`src/rtl/bridge_intc.sv`:
```
// CPU-to-peripheral bridge with NDEV 16-byte device windows and a local interrupt
// controller window (PEND/MASK/ACK/STAT) that latches synchronised device interrupts.
module bridge_intc #(
    parameter int          NDEV      = 3,
    parameter logic [31:0] BASE_ADDR = 32'h0000_7F00,
    parameter logic [5:0]  IRQ_EDGE  = 6'b000000,
    parameter logic [5:0]  MASK_RST  = 6'b111111
) (
    input  logic                 clk,
    input  logic                 reset_n,
    input  logic [31:0]          PrAddr,
    input  logic [31:0]          PrWD,
    input  logic                 PrWe,
    output logic [31:0]          PrRD,
    output logic [31:0]          DevAddr,
    output logic [31:0]          DevWD,
    input  logic [32*NDEV-1:0]   DevRD,
    output logic [NDEV-1:0]      DevWe,
    input  logic [5:0]           DevInt,
    output logic [5:0]           HWInt,
    output logic                 BusErr
);
    typedef enum logic [1:0] {
        REG_PEND = 2'd0,
        REG_MASK = 2'd1,
        REG_ACK  = 2'd2,
        REG_STAT = 2'd3
    } reg_sel_e;

    localparam logic [27:0] BASE_WIN = BASE_ADDR[31:4];
    localparam logic [31:0] ERR_HI   = BASE_ADDR + 32'(16 * (NDEV + 1)) + 32'h0000_00FF;

    logic [NDEV-1:0] dev_hit;
    logic            loc_hit;
    reg_sel_e        reg_sel;
    logic            loc_we_mask, loc_we_ack, loc_we_stat;
    logic            in_range, rd_qual, err_set;
    logic [5:0]      ack_bits, edge_set;

    logic [5:0] s1_q, s2_q, s3_q;
    logic [5:0] pend_q, pend_d;
    logic [5:0] mask_q, mask_d;
    logic [5:0] hwint_q;
    logic       buserr_q, buserr_d;

    always_comb begin
        dev_hit = '0;
        for (int i = 0; i < NDEV; i++) begin
            dev_hit[i] = (PrAddr[31:4] == BASE_WIN + 28'(i));
        end
    end

    assign loc_hit = (PrAddr[31:4] == BASE_WIN + 28'(NDEV));
    assign reg_sel = reg_sel_e'(PrAddr[3:2]);

    assign DevAddr = PrAddr;
    assign DevWD   = PrWD;
    assign DevWe   = PrWe ? dev_hit : '0;

    // NOTE: every signal driven here gets a default first, so no path can hold a stale value and infer a latch.
    always_comb begin
        PrRD = 32'h0000_0000;
        for (int i = 0; i < NDEV; i++) begin
            if (dev_hit[i]) PrRD = DevRD[32*i +: 32];
        end
        if (loc_hit) begin
            case (reg_sel)
                REG_PEND: PrRD = {26'd0, pend_q};
                REG_MASK: PrRD = {26'd0, mask_q};
                REG_ACK:  PrRD = 32'h0000_0000;
                REG_STAT: PrRD = {31'd0, buserr_q};
            endcase
        end
    end

    assign loc_we_mask = PrWe & loc_hit & (reg_sel == REG_MASK);
    assign loc_we_ack  = PrWe & loc_hit & (reg_sel == REG_ACK);
    assign loc_we_stat = PrWe & loc_hit & (reg_sel == REG_STAT);
    assign ack_bits    = loc_we_ack ? PrWD[5:0] : 6'd0;

    // Edge lines: a new edge beats a same-cycle ACK. Level lines: ACK wins for one
    // cycle, then the still-high source re-sets the bit.
    assign edge_set = s2_q & ~s3_q;
    assign pend_d   = (IRQ_EDGE & (edge_set | (pend_q & ~ack_bits)))
                    | (~IRQ_EDGE & ~ack_bits & (s2_q | pend_q));
    assign mask_d   = loc_we_mask ? PrWD[5:0] : mask_q;

    assign in_range = (PrAddr >= BASE_ADDR) && (PrAddr <= ERR_HI);
    assign rd_qual  = (PrAddr[31:8] == BASE_ADDR[31:8]);
    assign err_set  = in_range & (PrWe | rd_qual) & ~(|dev_hit) & ~loc_hit;
    assign buserr_d = err_set | (buserr_q & ~loc_we_stat);

    // NOTE: state uses non-blocking assignments so each flop samples pre-edge values regardless of statement order.
    always_ff @(posedge clk or negedge reset_n) begin
        if (!reset_n) begin
            s1_q     <= '0;
            s2_q     <= '0;
            s3_q     <= '0;
            pend_q   <= '0;
            mask_q   <= MASK_RST;
            hwint_q  <= '0;
            buserr_q <= 1'b0;
        end else begin
            s1_q     <= DevInt;
            s2_q     <= s1_q;
            s3_q     <= s2_q;
            pend_q   <= pend_d;
            mask_q   <= mask_d;
            hwint_q  <= pend_q & mask_q;
            buserr_q <= buserr_d;
        end
    end

    assign HWInt  = hwint_q;
    assign BusErr = buserr_q;

endmodule

```
`config.mk`:
```
export PLATFORM = sky130hd
export DESIGN_NAME = bridge_intc
export DESIGN_NICKNAME = d
export VERILOG_FILES = /design/src/rtl/bridge_intc.sv
export SDC_FILE = /design/constraint.sdc
export NUM_CORES = 1
export LEC_CHECK = 0
export CORE_AREA = 3 3 106 108
export CTS_CLUSTER_SIZE = 28
export DETAILED_ROUTE_END_ITERATION = 6
export DIE_AREA = 0 0 109 111
export DONT_BUFFER_PORTS = 1
export GPL_ROUTABILITY_DRIVEN = 1
export PLACE_DENSITY = 0.49
export SETUP_SLACK_MARGIN = 0.05
export SLEW_MARGIN = 10
export SYNTH_ARGS = -nofsm -noshare
export SYNTH_HDL_FRONTEND = slang
export SYNTH_SLANG_ARGS = --single-unit
export TNS_END_PERCENT = 20
```
`constraint.sdc`:
```
create_clock -name clk -period 2.21 [get_ports clk]
set_input_delay 0.221 -clock clk [delete_from_list [all_inputs] [get_ports clk]]
set_output_delay 0.221 -clock clk [all_outputs]
set_load 0.05 [all_outputs]
```
## Yosys cells after proc, flatten, opt, wreduce, memory -nomap -nowiden

Index checks and enable logic that the tools add are counted.

- Flip-flop bits (word level): 31
- Logic and storage cells: 43

- $lt $le $gt $ge: 2
- Eq/ne operators: 8
- Mux-type cells: 7
- Bitwise logic cells: 17
- Reductions and logical operators: 3

Operator list:

| operator | number |
|---|---|
| $mux 32 | 4 |
| $pmux 32 s4 | 1 |
| $eq 28x11->1 const B | 4 |
| $ge 32x15->1 const B | 1 |
| $le 32x16->1 const B | 1 |
| $eq 24x7->1 const B | 1 |
| $and 6x6->6 | 2 |
| $and 1x1->1 | 8 |
| $mux 6 | 1 |
| $not 6->6 | 1 |
| $or 6x6->6 | 1 |
| $eq 2x2->1 const B | 2 |
| $mux 3 | 1 |
| $not 1->1 | 3 |
| $reduce_or 3->1 | 1 |
| $eq 2x1->1 const B | 1 |
| $logic_not 2->1 | 1 |
| $or 1x1->1 | 2 |
| $logic_and 1x1->1 | 1 |

## Depth between registers and ports, before layout

Gate-level depths: netlist (run 1).

- Word-level depth: 6
- Mapped depth: 6
- Mapped depth without buffers: 4

## Worst setup path after synthesis (run 1)

No wires, ideal clock.

- Path type: input -> output
- Start: input PrAddr[26]
- End: output DevWe[0]
- Data arrival time: 2.020 ns
- Data required time: 1.989 ns
- Path slack: -0.031 ns
- Stages: 5
- Buffers on the path: 1
- Path through: nor4_2 -> nand4_2 -> or4_1 -> buf_6 -> nor4b_4

- Longest elaborated chain between the ends: 2

Ends and longest elaborated chain:

| what | RTL line | RTL |
|---|---|---|
| start, declared | 11 | `input logic [31:0] PrAddr,` |
| $eq 28x11->1 | 49 | `dev_hit[i] = (PrAddr[31:4] == BASE_WIN + 28'(i));` |
| $mux 3 | 58 | `assign DevWe = PrWe ? dev_hit : '0;` |
| end, declared | 18 | `output logic [NDEV-1:0] DevWe,` |

Every way passes these cells.

## Worst setup path after layout (run 1)

- Start: input PrAddr[15]
- End: output DevWe[0]

The elaborated chain is that of the path after synthesis.

==> results of run 1 <==
-- cell usage in the layout (no fill, tap or decap), drive strengths merged, types with 7 or more instances in the layout --
master	instances
nor4	7
dfrtp	25
buf	47
nor2	64
clkbuf	7
dlygate4sd3	7
and2	8
mux2i	37
a21oi	31
-- through the flow --
| step | setup TNS, ns | worst slack (ns) | hold slack, ns | area [µm²] | utilization [%] |
|---|---|---|---|---|---|
| final | 0 | 0.148 | 0.0464 | 3360 | 32.6 |
| after floorplan | 0 | 0.0108 | -0.0746 | 2760 | - |
| after global routing | 0 | 0.0747 | 0.0466 | 3360 | 32.6 |
| after CTS | 0 | 0.109 | 0.0436 | 3330 | 32.2 |
| after detailed placement | -0.222 | -0.0649 | -0.0738 | 3150 | 30.5 |
| after global placement | -0.0345 | -0.0345 | -0.0738 | 3150 | 30.5 |
-- state kept, by name, summed over array words and instances (netlist names) --
signal	count
HWInt	6
s2_q	6
BusErr	1
mask_q	6
s1_q	6
pend_q	6
-- power by group --
group	switching (W)	internal, W	total, W
Clock	0.000197	0.000220	0.000417
Sequential	0.00000264	0.000579	0.000582
Combinational	0.0000862	0.0000820	0.000168
Total	0.000286	0.000881	0.00117
-- routing by layer --
layer	vias up	part of all wire, %	track usage, %
met4	0	1.1	3.79
met1	966	38	13.5
li1	929	-	-
met3	12	11	3.84
met2	119	50	20.2
met5	-	0	0
-- path summary, 6_finish.rpt --
check / cells past startpoint / slack [ns] / to / from
min in group asynchronous: 2 / 0.37 / pend_q[0] / reset_n
setup reg to reg: 5 / 1.11 / BusErr / BusErr
setup / recovery: 6 / 0.15 / DevWe[0] / PrAddr[15]
hold / removal: 1 / 0.05 / pend_q[4] / PrWe
max in group asynchronous: 2 / 1.60 / mask_q[3] / reset_n
hold reg to reg: 0 / 0.35 / s2_q[0] / s1_q[0]
-- what timing repair did --
item	4_1_cts	5_1_grt
endpoints found under the hold margin	37	0
pin swaps	0	1
gates resized for setup	1	4
hold buffers	8	0
endpoints found under the setup margin	8	6
-- area by class of cell --
| type | instances | area [µm²] |
|---|---|---|
| clock buffers | 7 | 76.3 |
| repair buffers | 54 | 898 |
| multi-input cells | 186 | 1420 |
| well taps | 136 | 170 |
| flip-flops and latches | 31 | 783 |
| fillers | 1045 | 6960 |
| inverters | 1 | 3.75 |
| clock inverters | 1 | 5.00 |
-- kinds of logic after synthesis --
family          synth area share (%)
mux                             16.8
compound gates                  10.0
buf+inv                         21.6
flops                           28.6
simple gates                    23.0
==> impl_metrics.py, run 1 <==
metrics = {
    "synth": {
        "synthFlopType": "dfrtp_1",
        "synth-async-reset-ratio_pct": 100,
        "synth_fp_nets": 468,
        "syn_inst": 299,
        "yosysSeqAreaShare_pct": 28.6,
        "synth-edff-count": 0,
        "post-synth-top-count-cell": "buf_4",
        "ys_seq_elements": 31,
        "synthTopCellsByArea": "dfrtp_1 23%, buf_4 18%, mux2i_1 14%",
        "synth_area_um2": 2740,
        "ys_types": 39,
        "yosys.area.top_type": "dfrtp_1",
        "ys.warnings.count": 0,
        "ys_top_cells_by_count": "64 x buf_4, 37 x mux2i_1, 34 x nor2_1",
        "avgSynthCellArea_um2": 9.17,
        "synth_top_area_share_pct": 22.8,
    },
    "sta": {
        "hold_violations": 0,
        "slew_violations": 0,
        "clock_skew_ns": 0.0106,
        "setup-violations-final": 0,
        "period_minus_slack_ns": 2.06,
        "period_share_pct": 93.3,
        "rsz0062_at_grt": "false",
        "fmax_mhz": 485,
        "slew_headroom_pct": 64.0,
        "tightest_slew_ns": 0.536,
    },
    "place": {
        "dpl.hpwl_um": 6180,
        "dpl.cell_count": 400,
        "place_congestion": 0.754,
        "port_buffers": 0,
    },
    "floorplanning": {
        "boundaryPins": 275,
        "start_util_pct": 26.6,
        "num_rows": 37,
        "die-area_um2": 12100,
        "die_height_um": 111,
        "die_w_um": 109,
        "coreArea_um2": 10300,
    },
    "final_layout": {
        "synthToLayoutAreaGrowth_pct": 22.5,
        "nNetsFinal": 448,
        "drive_above_1_share_pct": 38.2,
        "instances_no_fill": 416,
        "diodes": 0,
    },
    "power_and_ir_drop": {
        "pwr_density_cell_nw_per_um2": 347,
        "power.leakage_nw": 1.29,
        "irDropWorstVdd_mv": 0.448,
        "power_w": 0.00117,
    },
    "drt": {
        "wl_per_cell_um": 18.7,
        "dr_total_vias": 2026,
        "route.final.wire_length_um": 7790,
        "drc": 0,
        "drtPass1Iterations": 4,
        "vias_per_cell": 4.87,
        "ant_nets": 0,
        "first_iter_violations": 77,
    },
    "critical_path": {
        "cp_common_cell": "buf_12",
        "end_kind": "output pin",
        "crit_buf_inv": 2,
        "critical-path-top-delay-family": "simple AND/OR/NAND/NOR gates",
        "path_cells": "nand4b_1, or2_2, or4_4, buf_12, nor4b_4, buf_12",
        "crit_required_ns": 1.99,
        "cp.arrival_ns": 1.84,
        "cp_slowest_cell": "or4_4",
        "crit_type": "input port to output pin",
        "startpoint_type": "input port",
        "crit_fanout": 22,
        "critical_path.max_stage_delay_ns": 0.45,
    },
    "global_route": {
        "globalRoute.totalOverflow": 0,
        "grt_pass1_vias": 2022,
        "track_usage_pct": 11.7,
        "grt_antenna_before_repair": 0,
        "grt_max_degree": 39,
        "grt_pass1_wl_um": 11100,
    },
    "job": {
        "drv_cap": 0,
    },
    "cts": {
        "cts.clk_slew.worst_paths_ns": 0.06,
        "post_cts_buffers": 0,
        "clk_latency_ns": 0.29,
        "cts_tree": "done",
        "cts_made_buffers": 5,
        "clockBufferDepth": 2,
        "htree_levels": 2,
        "cts_sinks": 31,
        "clockRootBuffer": "clkbuf_8",
    },
    "run_status": {
        "status": "finished clean",
    },
    "min_path": {
        "hp-class": "input port to flop",
    },
}
No activity file was read; power rests on OpenSTA's default activity.
==> inputs of run 2 (changes only) <==
ABC_AREA = 0   (was not set)
clock period = 2.15 ns   (was 2.21 ns; I/O delays follow)
==> run 2 against run 1 <==
Against the previous run:
- cell area is 0.19% higher
- register-to-register slack lost 0.10 ns
- hold slack gained 0.012 ns
- critical path depth unchanged
- clock power grew 3%
- critical endpoint unchanged
- utilization increased by 0.061 points
- final cell count up 0.24%
- highest routed layer unchanged
- combinational power about the same
- worst setup slack got worse by 0.035 ns
- sequential power increased by 3%
==> impl_metrics.py, run 2 (synthesis gave the netlist of run 1 again) <==
metrics = {
    "run_status": {
        "status": "finished clean",
    },
    "global_route": {
        "grt_max_degree": 39,
        "grt_antenna_before_repair": 0,
        "grt_util_met3_pct": 3.61,
        "track_usage_pct": 11.7,
        "globalRoute.totalOverflow": 0,
        "grt.busiest_layer": "met2",
        "use_met2_pct": 20.5,
        "use_met1_pct": 13.6,
        "grt_pass1_vias": 1992,
        "grt_pass1_wl_um": 11100,
    },
    "floorplanning": {
        "boundaryPins": 275,
        "coreArea_um2": 10300,
        "die_height_um": 111,
        "die_w_um": 109,
        "die-area_um2": 12100,
        "num_rows": 37,
        "start_util_pct": 26.6,
    },
    "sta": {
        "slew_violations": 0,
        "slew_headroom_pct": 66.8,
        "clock_skew_ns": 0.00275,
        "fin_ws_ns": 0.113,
        "tightest_slew_ns": 0.499,
        "hold_violations": 0,
        "period_share_pct": 94.8,
        "finalSetupTns_ns": 0,
        "period_minus_slack_ns": 2.04,
        "setup-violations-final": 0,
        "rsz0062_at_grt": "true",
        "fmax_mhz": 491,
    },
    "critical_path": {
        "crit_type": "input port to output pin",
        "rr_startpoint": "BusErr",
        "startpoint_type": "input port",
        "crit_fanout": 22,
        "crit_required_ns": 1.93,
        "critical-path-top-delay-family": "simple AND/OR/NAND/NOR gates",
        "end_kind": "output pin",
        "crit-reg2reg-capture": "BusErr",
        "ff2ff_path_depth": 5,
        "cp.arrival_ns": 1.82,
        "critPathCapture": "DevWe[0]",
        "startpoint": "PrAddr[25]",
        "reg2reg_setup_slack_ns": 1.01,
        "crit_buf_inv": 2,
        "path_cells": "nor4_2, nand4_2, or4_4, buf_12, nor4b_4, buf_12",
        "worstSetupPathDepth": 6,
        "cp_slowest_cell": "or4_4",
        "critical_path.max_stage_delay_ns": 0.52,
        "cp_common_cell": "buf_12",
    },
    "cts": {
        "cts_sinks": 31,
        "cts_tree": "done",
        "cts.clk_slew.worst_paths_ns": 0.06,
        "clk_latency_ns": 0.28,
        "clockBufferDepth": 2,
        "cts_made_buffers": 5,
        "clockRootBuffer": "clkbuf_8",
        "htree_levels": 2,
    },
    "final_layout": {
        "final_common_cell": "buf_12",
        "diodes": 0,
        "nNetsFinal": 449,
        "fillCellCount": 1033,
        "final_cell_mix": "38 x buf_12, 37 x mux2i_1, 34 x nor2_1",
        "post-route-util_pct": 32.6,
        "synthToLayoutAreaGrowth_pct": 22.8,
        "drive_above_1_share_pct": 38.1,
    },
    "drt": {
        "drc": 0,
        "drtPass1Iterations": 4,
        "first_iter_violations": 88,
        "dr_total_vias": 2051,
        "route.final.wire_length_um": 7810,
        "ant_nets": 0,
        "wl_per_cell_um": 18.7,
        "vias_per_cell": 4.92,
    },
    "power_and_ir_drop": {
        "pwr_density_cell_nw_per_um2": 356,
        "irDropWorstVdd_mv": 0.477,
        "power.leakage_nw": 1.29,
        "power_w": 0.00120,
    },
    "job": {
        "drv_cap": 0,
    },
    "place": {
        "dpl.hpwl_um": 6220,
        "place_congestion": 0.756,
        "pre_cts_slack_ns": -0.119,
        "port_buffers": 0,
    },
    "min_path": {
        "hp-class": "input port to flop",
    },
}
run 2: how the worst min path moves through the flow:
| stage | cells past startpoint | end | startpoint |
|---|---|---|---|
| finish | 1 | pend_q[4] | PrWe |
| floorplan | 0 | BusErr | reset_n |
| global placement | 0 | s1_q[5] | reset_n |
| detailed placement | 0 | s1_q[5] | reset_n |
| global route | 1 | pend_q[1] | PrWe |
| CTS | 1 | pend_q[4] | PrWe |
run 2: layout make-up:
cell class	count	area [µm²]	share of cell area, %
inverters	1	3.75	0.111
well taps	136	170	5.05
flip-flops and latches	31	783	23.3
repair buffers	55	906	26.9
clock buffers	8	80.1	2.38
multi-input cells	186	1420	42.3
run 2: worst register-to-register path: cells and delay by family (launching register included):
kind	cells	cell delay, ns
AOI/OAI and AO/OA	4	0.48
buffers and inverters	1	0.21
DFF	1	0.35
run 2: stage by stage:
step | hold slack, ns | cell area (µm²) | std cells
after floorplan | -0.0806 | 2760 | 299
after global placement | -0.0798 | 3160 | 401
after detailed placement | -0.0798 | 3160 | 401
after CTS | 0.0437 | 3330 | 417
after global routing | 0.0477 | 3370 | 417
final | 0.0584 | 3370 | 417
run 2: layer usage:
metal	vias up	share of wire, %
li1	932	-
met1	972	35
met2	134	51
met3	13	12
met4	0	1.1
met5	-	0
run 2: power by group:
group / switching [W] / total (W) / internal (W)
registers: 0.00000272 / 0.000598 / 0.000595
clock network: 0.000200 / 0.000429 / 0.000229
logic: 0.0000874 / 0.000171 / 0.0000839
total: 0.000290 / 0.00120 / 0.000909
run 2: timing repair:
action / CTS / global route
buffers inserted: 0 / 0
resized for setup: 1 / 4
endpoints found under the hold margin: 37 / 0
endpoints found under the setup margin: 26 / 10
pin swaps: 0 / 1
hold buffers: 8 / 0
==> inputs of run 3 (changes only) <==
CELL_PAD_IN_SITES_DETAIL_PLACEMENT = 1   (was not set)
CELL_PAD_IN_SITES_GLOBAL_PLACEMENT = 1   (was not set)
PLACE_DENSITY = 0.64   (was 0.49)
==> run 3 against run 2 <==
Against the previous run:
- clock power grew 37%
- first-iteration DRC count shrank 30%
- total power grew 14%
- final cell count grew 0.24%
- via count grew 1.5%
- maximum frequency grew 0.65%
- die area is the same
- global-route usage grew 1.5 points
- hold slack lost 0.0078 ns
- sequential cell count is the same
- critical path depth grew 1
- critical endpoint is now PrRD[25]
- highest routed layer is now met5
==> impl_metrics.py, run 3 (synthesis gave the netlist of run 1 again) <==
metrics = {
    "cts": {
        "htree_levels": 2,
        "clockRootBuffer": "clkbuf_8",
        "cts_sinks": 31,
        "cts.clk_slew.worst_paths_ns": 0.07,
        "cts_made_buffers": 5,
        "cts_tree": "done",
        "clockBufferDepth": 2,
        "clk_latency_ns": 0.28,
    },
    "min_path": {
        "hp-start": "PrWe",
        "hp-class": "input port to flop",
    },
    "critical_path": {
        "cp_common_cell": "buf_12",
        "startpoint_type": "input port",
        "critical_path.max_stage_delay_ns": 0.43,
        "path_cells": "nand4b_1, or2_2, or4_4, buf_12, buf_12, nor2_2, buf_12",
        "startpoint": "PrAddr[15]",
        "end_kind": "output pin",
        "rr_startpoint": "BusErr",
        "cp.arrival_ns": 1.81,
        "crit_required_ns": 1.93,
        "cp_slowest_cell": "or4_4",
        "crit_fanout": 11,
        "crit_type": "input port to output pin",
    },
    "drt": {
        "drtPass1Iterations": 4,
        "wl_per_cell_um": 20.6,
        "drc": 0,
        "route.final.wire_length_um": 8590,
        "vias_per_cell": 4.98,
        "first_iter_violations": 62,
        "ant_nets": 0,
        "dr_total_vias": 2081,
    },
    "sta": {
        "tightest_slew_ns": 0.490,
        "fmax_mhz": 494,
        "slew_violations": 0,
        "finalSetupTns_ns": 0,
        "setup-violations-final": 0,
        "hold_violations": 0,
        "fin_hold_ws_ns": 0.0505,
        "period_minus_slack_ns": 2.02,
        "period_share_pct": 94.1,
        "slew_headroom_pct": 67.2,
        "rsz0062_at_grt": "true",
        "fin_ws_ns": 0.126,
        "clock_skew_ns": 0.00565,
    },
    "final_layout": {
        "synthToLayoutAreaGrowth_pct": 24.7,
        "nNetsFinal": 450,
        "diodes": 0,
        "final_cell_mix": "40 x buf_12, 36 x mux2i_1, 34 x nor2_1",
        "drive_above_1_share_pct": 39.7,
        "final_common_cell": "buf_12",
        "fin_area_um2": 3420,
    },
    "floorplanning": {
        "die-area_um2": 12100,
        "die_height_um": 111,
        "coreArea_um2": 10300,
        "boundaryPins": 275,
        "die_w_um": 109,
        "start_util_pct": 26.6,
        "num_rows": 37,
    },
    "place": {
        "place_congestion": 0.747,
        "pre_cts_slack_ns": -0.0564,
        "placed_area_um2": 3180,
        "dpl.hpwl_um": 6960,
        "port_buffers": 0,
    },
    "global_route": {
        "globalRoute.totalOverflow": 0,
        "track_usage_pct": 13.2,
        "grt_max_degree": 39,
        "grt_pass1_wl_um": 12400,
        "grt_antenna_before_repair": 1,
        "grt_pass1_vias": 2270,
    },
    "job": {
        "drv_cap": 0,
    },
    "power_and_ir_drop": {
        "irDropWorstVdd_mv": 0.463,
        "power.leakage_nw": 1.32,
        "pwr_density_cell_nw_per_um2": 398,
    },
    "run_status": {
        "status": "finished clean",
    },
}
[run 3: cell types whose count changed in the layout (fill, tap and decap cells not counted), sizes merged]
cell,change
buf,+1
bufinv,+1
clkbuf,-2
clkinv,+1
[run 3: routing by layer]
layer	global-route usage (%)	wire length, µm
met5	0	13
met4	3.62	154
met2	22.8	4270
met3	4.54	880
met1	15.4	3270
[run 3: cell type report]
cell class / instances / area (µm²)
inverter: 1 / 3.75
clock inverter: 2 / 35.0
timing repair buffer: 56 / 938
sequential: 31 / 783
fill: 1143 / 6900
tap: 136 / 170
clock buffer: 6 / 82.6
multi-input combinational: 186 / 1410
[run 3: what timing repair did]
action                     4_1_cts  5_1_grt
setup endpoints to repair       22        6
resized for setup                4        2
buffers inserted                 2        0
hold endpoints to repair        37        0
hold buffers                     8        0
[run 3: worst max-delay path: cells and delay by family]
family	cells	cell delay, ns
simple gates	4	1.10
buf+inv	3	0.47
[run 3: stage by stage]
stage	power [W]	utilization, %	std cells
floorplan	0.00108	-	299
global placement	0.000756	30.8	400
detailed placement	0.000760	30.8	400
CTS	0.00138	33.1	418
global route	0.00143	33.1	418
finish	0.00136	33.1	418
[run 3: report_power, final]
part           total (W)  internal [W]  leakage [nW]  switching, W
Combinational   0.000176     0.0000843         0.907     0.0000917
Clock           0.000586      0.000374        0.0612      0.000212
Sequential      0.000598      0.000595         0.352    0.00000275
[run 3: final timing paths]
check / end / slack, ns / depth (start not counted)
worst min register to register: s2_q[0] / 0.35 / 0
min in group asynchronous: s1_q[3] / 0.37 / 2
max in group asynchronous: mask_q[5] / 1.53 / 2
worst max register to register: BusErr / 0.96 / 5
worst max-delay path: PrRD[25] / 0.13 / 7
worst min-delay path: pend_q[3] / 0.05 / 1
